===== src/rtl/alu_sequencer.sv =====
`default_nettype none
// +--------------------------------------------------------------------------+
// | Module   : alu_sequencer                                                 |
// | Purpose  : Issuing-side controller for a combinational 8-bit ALU.        |
// |            Accepts a command over valid/ready and drives the ALU mode    |
// |            and operands. It captures the ALU result and flags, and       |
// |            returns them over a valid/ready result channel. Double-word   |
// |            ops run two back-to-back passes. The high pass uses ADC/SBB   |
// |            so the carry chains across the two bytes.                     |
// | Ports    : clk, rst            - clock, synchronous active-high reset    |
// |            cmd_valid/ready     - command handshake                       |
// |            cmd_op/wide/a/b     - command payload                         |
// |            alu_mode/a/b        - registered drive to the ALU             |
// |            alu_c/alu_flags     - ALU response                            |
// |            result_valid/ready  - result handshake                        |
// |            result_data/flags   - operation result                        |
// | Revision : 1.0  initial release                                          |
// +--------------------------------------------------------------------------+
module alu_sequencer #(
  parameter int WORD_SIZE = 8
) (
  input  logic                   clk,
  input  logic                   rst,
  input  logic                   cmd_valid,
  output logic                   cmd_ready,
  input  logic [3:0]             cmd_op,
  input  logic                   cmd_wide,
  input  logic [2*WORD_SIZE-1:0] cmd_a,
  input  logic [2*WORD_SIZE-1:0] cmd_b,
  output logic [3:0]             alu_mode,
  output logic [WORD_SIZE-1:0]   alu_a,
  output logic [WORD_SIZE-1:0]   alu_b,
  input  logic [WORD_SIZE-1:0]   alu_c,
  input  logic [7:0]             alu_flags,
  output logic                   result_valid,
  input  logic                   result_ready,
  output logic [2*WORD_SIZE-1:0] result_data,
  output logic [7:0]             result_flags
);

  typedef enum logic [1:0] {
    S_IDLE    = 2'd0,
    S_EXEC_LO = 2'd1,
    S_EXEC_HI = 2'd2,
    S_RESP    = 2'd3
  } state_t;

  state_t                 state_q, state_d;
  logic [3:0]             op_q, op_d;
  logic                   wide_q, wide_d;
  logic [2*WORD_SIZE-1:0] a_q, a_d;
  logic [2*WORD_SIZE-1:0] b_q, b_d;
  logic [WORD_SIZE-1:0]   lo_result_q, lo_result_d;
  logic [7:0]             lo_flags_q, lo_flags_d;
  logic [3:0]             alu_mode_q, alu_mode_d;
  logic [WORD_SIZE-1:0]   alu_a_q, alu_a_d;
  logic [WORD_SIZE-1:0]   alu_b_q, alu_b_d;
  logic                   cmd_ready_q, cmd_ready_d;
  logic                   result_valid_q, result_valid_d;
  logic [2*WORD_SIZE-1:0] result_data_q, result_data_d;
  logic [7:0]             result_flags_q, result_flags_d;

  logic                   w_wide_ok;
  logic                   w_zero_op;
  logic [3:0]             w_hi_mode;

  // Only add/sub and the bitwise ops make sense split across two bytes.
  assign w_wide_ok = cmd_op inside {4'd6, 4'd8, 4'd11, 4'd12, 4'd13, 4'd14};
  // These modes leave output_C undefined, so only their flags are reported.
  assign w_zero_op = op_q inside {4'd0, 4'd2, 4'd3, 4'd15};
  // The high pass of add/sub must consume the carry/borrow of the low pass.
  assign w_hi_mode = (op_q == 4'd6) ? 4'd7 :
                     (op_q == 4'd8) ? 4'd9 : op_q;

  always_comb begin
    state_d        = state_q;
    op_d           = op_q;
    wide_d         = wide_q;
    a_d            = a_q;
    b_d            = b_q;
    lo_result_d    = lo_result_q;
    lo_flags_d     = lo_flags_q;
    alu_mode_d     = 4'd0;
    alu_a_d        = '0;
    alu_b_d        = '0;
    cmd_ready_d    = cmd_ready_q;
    result_valid_d = result_valid_q;
    result_data_d  = result_data_q;
    result_flags_d = result_flags_q;

    case (state_q)
      S_IDLE: begin
        if (cmd_valid && cmd_ready_q) begin
          op_d        = cmd_op;
          wide_d      = cmd_wide & w_wide_ok;
          a_d         = cmd_a;
          b_d         = cmd_b;
          // ALU drive is registered, so the low pass is set up here.
          alu_mode_d  = cmd_op;
          alu_a_d     = cmd_a[WORD_SIZE-1:0];
          alu_b_d     = cmd_b[WORD_SIZE-1:0];
          cmd_ready_d = 1'b0;
          state_d     = S_EXEC_LO;
        end
      end

      S_EXEC_LO: begin
        lo_result_d = alu_c;
        lo_flags_d  = alu_flags;
        if (wide_q) begin
          alu_mode_d = w_hi_mode;
          alu_a_d    = a_q[2*WORD_SIZE-1:WORD_SIZE];
          alu_b_d    = b_q[2*WORD_SIZE-1:WORD_SIZE];
          state_d    = S_EXEC_HI;
        end else begin
          result_valid_d = 1'b1;
          result_data_d  = w_zero_op ? '0 : {{WORD_SIZE{1'b0}}, alu_c};
          result_flags_d = {alu_flags[7:4], 4'b0000};
          state_d        = S_RESP;
        end
      end

      S_EXEC_HI: begin
        result_valid_d = 1'b1;
        result_data_d  = w_zero_op ? '0 : {alu_c, lo_result_q};
        // Whole-word zero needs both halves zero; sign/carry/overflow
        // come from the most significant pass.
        result_flags_d = {lo_flags_q[7] & alu_flags[7], alu_flags[6:4], 4'b0000};
        state_d        = S_RESP;
      end

      S_RESP: begin
        if (result_ready) begin
          result_valid_d = 1'b0;
          cmd_ready_d    = 1'b1;
          state_d        = S_IDLE;
        end
      end

      default: begin
        state_d     = S_IDLE;
        cmd_ready_d = 1'b1;
      end
    endcase
  end

  always_ff @(posedge clk) begin
    if (rst) begin
      state_q        <= S_IDLE;
      op_q           <= 4'd0;
      wide_q         <= 1'b0;
      a_q            <= '0;
      b_q            <= '0;
      lo_result_q    <= '0;
      lo_flags_q     <= 8'd0;
      alu_mode_q     <= 4'd0;
      alu_a_q        <= '0;
      alu_b_q        <= '0;
      cmd_ready_q    <= 1'b1;
      result_valid_q <= 1'b0;
      result_data_q  <= '0;
      result_flags_q <= 8'd0;
    end else begin
      state_q        <= state_d;
      op_q           <= op_d;
      wide_q         <= wide_d;
      a_q            <= a_d;
      b_q            <= b_d;
      lo_result_q    <= lo_result_d;
      lo_flags_q     <= lo_flags_d;
      alu_mode_q     <= alu_mode_d;
      alu_a_q        <= alu_a_d;
      alu_b_q        <= alu_b_d;
      cmd_ready_q    <= cmd_ready_d;
      result_valid_q <= result_valid_d;
      result_data_q  <= result_data_d;
      result_flags_q <= result_flags_d;
    end
  end

  assign cmd_ready    = cmd_ready_q;
  assign alu_mode     = alu_mode_q;
  assign alu_a        = alu_a_q;
  assign alu_b        = alu_b_q;
  assign result_valid = result_valid_q;
  assign result_data  = result_data_q;
  assign result_flags = result_flags_q;

endmodule
`default_nettype wire


===== config.mk =====
export PLATFORM = sky130hd
export DESIGN_NAME = alu_sequencer
export DESIGN_NICKNAME = d
export VERILOG_FILES = /design/src/rtl/alu_sequencer.sv
export SDC_FILE = /design/constraint.sdc
export NUM_CORES = 1
export LEC_CHECK = 0
export ABC_AREA = 1
export BUFFER_PORTS_ARGS = -buffer_cell sky130_fd_sc_hd__buf_4
export CORE_ASPECT_RATIO = 1.75
export CORE_MARGIN = 1.5
export CORE_UTILIZATION = 49
export CTS_CLUSTER_SIZE = 30
export DETAILED_ROUTE_END_ITERATION = 10
export PLACE_DENSITY = 0.81
export SLEW_MARGIN = 20
export SYNTH_ARGS = -nofsm -noshare
export SYNTH_HDL_FRONTEND = slang
export SYNTH_SLANG_ARGS = --single-unit

===== constraint.sdc =====
create_clock -name clk -period 1.8 [get_ports clk]
set_input_delay 0.18 -clock clk [delete_from_list [all_inputs] [get_ports clk]]
set_output_delay 0.18 -clock clk [all_outputs]
set_load 0.02 [all_outputs]

### Word-level counts from Yosys, hierarchy flattened

Index checks and enable logic that the tools add are counted.

| storage, ports and cells | value |
|---|---|
| input port bits | 57 |
| output and inout port bits | 46 |
| register bits | 101 |
| word-level logic and storage cells | 73 |

| operators by class | value |
|---|---|
| bitwise operators | 2 |
| equality and inequality tests | 17 |
| mux-type cells | 27 |
| reductions and logical operators | 13 |

Operators with widths:

| kind | number |
|---|---|
| $mux W8 | 6 |
| $pmux W8 S2 | 3 |
| $mux W16 | 2 |
| $pmux W16 S2 | 1 |
| $eq A4 B4 Y1 const B | 7 |
| $mux W4 | 4 |
| $eq A4 B2 Y1 const B | 2 |
| $eq A4 B3 Y1 const B | 2 |
| $pmux W2 S4 | 1 |
| $pmux W4 S2 | 1 |
| $ne A2 B2 Y1 const B | 3 |
| $reduce_and A2 Y1 | 3 |
| $reduce_and A3 Y1 | 2 |
| $reduce_bool A6 Y1 | 1 |
| $mux W1 | 5 |
| $eq A2 B2 Y1 const B | 2 |
| $logic_not A4 Y1 | 1 |
| $mux W2 | 2 |
| $reduce_bool A2 Y1 | 2 |
| $reduce_bool A4 Y1 | 1 |
| $pmux W1 S3 | 1 |
| $reduce_bool A3 Y1 | 1 |
| $and A1 B1 Y1 | 2 |
| $eq A2 B1 Y1 const B | 1 |
| other kinds (3) | 3 |

### Longest topological paths before layout

| depth | value |
|---|---|
| depth in word-level cells | 5 |
| depth in mapped cells | 9 |
| gate-level depth less buffers | 8 |

### Least setup slack after synthesis

No wires, ideal clock.

| timing | value |
|---|---|
| path kind | register to register |
| start point | register state_q[0] |
| end point | register result_data_q[4], in the netlist result_data[4] |
| buffers on the path | 2 |
| setup slack | 0.440 ns |
| stages on the path, launching flop included | 10 |
| data required time | 1.729 ns |
| clock period less this slack | 1.360 ns |
| arrival | 1.290 ns |
| setup time | 0.071 ns |
| cell sequence | dfxtp_1 -> inv_1 -> ha_1 -> buf_4 -> inv_4 -> a21oi_4 -> inv_2 -> buf_4 -> nand2_1 -> a21oi_1 |

| between the ends | value |
|---|---|
| word-level cells in the longest chain between the ends | 3 |
| elaborated cells between the ends (all ways) | 6 |
| those cells by class | eq/ne: 3; mux: 1; reduce/logical: 2 |

RTL lines:

| what | RTL line | source |
|---|---|---|
| start, declared | 48 | `state_t state_q, state_d;` |
| start signal, assigned | 164 | `state_q <= state_d;` |
| $eq A2 B1 Y1 / $eq A2 B2 Y1 (equally long branches) | 91 | `case (state_q)` |
| $ne A2 B2 Y1 (no source line) / $reduce_bool A2 Y1 (equally long branches) | -- |  |
| $reduce_and A2 Y1 (no source line) | -- |  |
| end signal, assigned | 176 | `result_data_q <= result_data_d;` |
| end, declared | 60 | `logic [2*WORD_SIZE-1:0] result_data_q, result_data_d;` |

Parallel ways exist; a longest one is shown, timed or not.
A chain may end at the register's enable or synchronous reset.

### Worst setup path after layout

| timing | value |
|---|---|
| start point | register state_q[0] |
| end point | register alu_a_q[7], in the netlist alu_a[7] |

| between the ends | value |
|---|---|
| word-level cells in the longest chain between the ends | 2 |
| elaborated cells between the ends (all ways) | 3 |
| those cells by class | eq/ne: 1; mux: 1; reduce/logical: 1 |

RTL lines:

| what | RTL line | source |
|---|---|---|
| $eq A2 B1 Y1 / $logic_not A2 Y1 (equally long branches) | 91 |  |
| $pmux W8 S2 (*) | 91 |  |
| end signal, assigned | 172 | `alu_a_q <= alu_a_d;` |
| end, declared | 56 | `logic [WORD_SIZE-1:0] alu_a_q, alu_a_d;` |

Mark *: on every way between the ends. The rest lies on a longest branch, timed or not.

==> flow_summary.yaml <==
run_status:
  run_status: "completed"
sta:
  hold_violations: 0
  rsz0062_at_grt: "false"
  setup_viol: 0
  fin_crit_sh_pct: 88.5
  fmax_mhz: 628
  period_minus_slack_ns: 1.59
  final.setup.tns_ns: 0
  slew_violations: 0
  fin_skew_ns: 0.00512
setup_path:
  crit_arrival_ns: 1.82
  start_kind: "register"
  crit_type: "register to register"
  endpoint_kind: "register"
  critical_path.max_fanout: 12
  max_stage_delay_ns: 0.41
  worstPathRequired_ns: 2.03
  path_cells: "inv_1, ha_1, nand3_2, inv_2, buf_4, a22oi_1, nor2_1"
  slowest_stage: "dfxtp_1"
logic_synthesis:
  synth_top_family_by_area: "simple AND/OR/NAND/NOR gates"
  synthArstFlopShare_pct: 0
  yosysTopAreaCellShare_pct: 50.6
  ys_warn_count: 0
  synth_edf_count: 0
  synthTopCellsByCount: "94 x nand2_1, 74 x dfxtp_1, 50 x nor2_1"
  syn_area_per_cell_um2: 7.70
  synth_cells: 380
  synthXorXnorAreaFrac_pct: 0
  synth_area_leader_cell: "dfxtp_1"
  synthAdderAreaFrac_pct: 1.71
  ys_types: 24
  syn_area_um2: 2930
  synth_seq_area_share_pct: 50.6
  synth_compound_area_share_pct: 15.9
  post-synth-top-count-cell: "nand2_1"
  muxShareOfSynthArea_pct: 0
  synth_ff_type: "dfxtp_1"
  synth-simple-area-share_pct: 23.3
  ys_ff_latch: 74
  ys_top_cells_by_area: "dfxtp_1 51%, nand2_1 12%, a21oi_1 7.7%"
global_routing:
  met2_usage_pct: 45.1
  grt_busiest_layer: "met2"
  first_global_vias: 2748
  grt.met3_usage_pct: 6.13
  groute.usage.overall_pct: 23.5
  grt-ovfl-total: 0
  grt_antenna_before_repair: 0
  grt_pass1_wl_um: 11400
  grt_max_degree: 25
  grtUsageMet1_pct: 21.7
route:
  post_drt_via_cell_ratio: 5.05
  routed_wl_um: 7150
  drtPass1Iterations: 4
  num_vias: 2800
  ant_nets: 0
  wl_per_cell_um: 12.9
  drt_iter0_markers: 146
  drcViolationCount: 0
final_layout:
  fill_cells: 542
  num_antenna_cells: 0
  final_cells: 555
  fin_util_pct: 66.4
  syn_to_final_growth_pct: 32.3
  drive_above_1_share_pct: 26.4
  fin_nets: 533
floorplanning:
  initial_core_util_pct: 50.2
  row_count: 37
  die_area_um2: 6470
  die_x_um: 61.4
  fp.dieH_um: 105
  coreArea_um2: 5830
  io_pins: 103
clocking:
  postCtsResizedCells: 0
  hold_buffers: 0
  post-cts-setup-buffer-count: 0
  cts_tree: "built"
  cts_buffers: 9
  cts_sinks: 74
  path_clk_slew_ns: 0.07
  clk_latency_ns: 0.34
  htreeDepth: 3
  root_buffer: "clkbuf_8"
  clk_path_buf_depth: 2
pwr:
  ir_worst_vdd_uv: 760
  pwr_density_cell_nw_per_um2: 1370
  p_leak_nw: 1.76
flow_run:
  maxCapViolCount: 0
place:
  gp_routability_congestion: 0.857
  dp.cells: 539
  dp_hpwl_um: 5210
  io_buffer_count: 94
worst_hold_path:
  worst_hold_path_type: "input port to register"
kinds of logic (layout without fill, tap and decap cells):
logic type | Yosys count | count (layout)
AO/OA/AOI/OAI | 82 | 82
adder cells (fa/ha/maj) | 4 | 4
buffers and inverters | 50 | 144
flip-flops | 74 | 74
other | 1 | 4
AND/OR/NAND/NOR | 169 | 169
power by group:
part	switching [mW]	internal, mW	total [mW]
clock	0.572	0.716	1.29
combinational	1.20	0.710	1.91
sequential	0.167	1.95	2.12
total	1.94	3.37	5.31
final timing paths:
path                                                     end               startpoint  slack [ns]  depth (start not counted)
worst max-delay path                     alu_a[7]$_SDFF_PP0_  state_q[0]$_SDFFE_PP0P_        0.21                          7
worst max register to register           alu_a[7]$_SDFF_PP0_  state_q[0]$_SDFFE_PP0P_        0.21                          7
worst min register to register          a_q[15]$_SDFFE_PP0P_     a_q[15]$_SDFFE_PP0P_        0.47                          2
worst min-delay path            result_flags[5]$_SDFFE_PP0P_             alu_flags[5]        0.06                          3
routing by layer:
| metal | part of all wire [%] | wire [um] | vias up |
|---|---|---|---|
| met5 | 0 | 0 | - |
| met4 | 1.9 | 138 | 0 |
| met3 | 4.1 | 293 | 12 |
| met2 | 57 | 4100 | 78 |
| met1 | 37 | 2610 | 1306 |
| li1 | - | - | 1404 |
through the flow:
step	total power [mW]	setup slack, ns	hold slack, ns	instance area (um2)
final	5.31	0.207	0.0567	3870
after global routing	5.66	0.0310	0.0509	3870
after CTS	5.35	0.195	0.0417	3870
after detailed placement	4.05	0.226	0.412	3670
after global placement	3.99	0.266	0.401	3670
after floorplan	3.46	0.440	0.315	2940
placed cells by master (no fill, tap or decap):
cell	Yosys	final
inv_2	4	4
buf_12	0	1
clkinv_2	0	1
nand3_2	2	2
bufinv_16	0	1
a21oi_1	45	45
nor3_2	1	1
ha_1	4	4
conb_1	1	4
nor2_1	50	50
o31ai_1	1	1
o21ai_0	18	18
nor3_1	1	1
a22oi_1	16	16
clkbuf_1	7	3
o21a_1	1	1
nor2_2	1	1
nand3_1	20	20
dfxtp_1	74	74
a21oi_4	1	1
inv_4	1	1
clkbuf_8	0	11
nand2_1	94	94
buf_4	10	102
inv_1	20	20
area by class of cell:
type | count | area, um2 | share of cell area (%)
clock buffer | 14 | 163 | 4.20
clock inverter | 2 | 35.0 | 0.905
inverter | 25 | 96.3 | 2.49
multi-input combinational | 259 | 1210 | 31.3
sequential | 74 | 1480 | 38.3
tap | 78 | 97.6 | 2.52
timing repair buffer | 103 | 786 | 20.3
state kept, by name, indices dropped and copies added, names as in the netlist:
name,flops
result_flags,4
b_q,8
state_q,2
cmd_ready,1
lo_flags_q,1
alu_b,8
lo_result_q,8
wide_q,1
alu_a,8
a_q,8
result_valid,1
op_q,4
result_data,16
alu_mode,4
critical path: cells and delay by family (launching register included):
family	cells	cell delay, ns
adders and majority gates	1	0.26
and+or+nand+nor	2	0.25
AOI/OAI and AO/OA	1	0.16
DFF	1	0.41
buffers and inverters	3	0.39
Power figures use the tool's default switching activity.
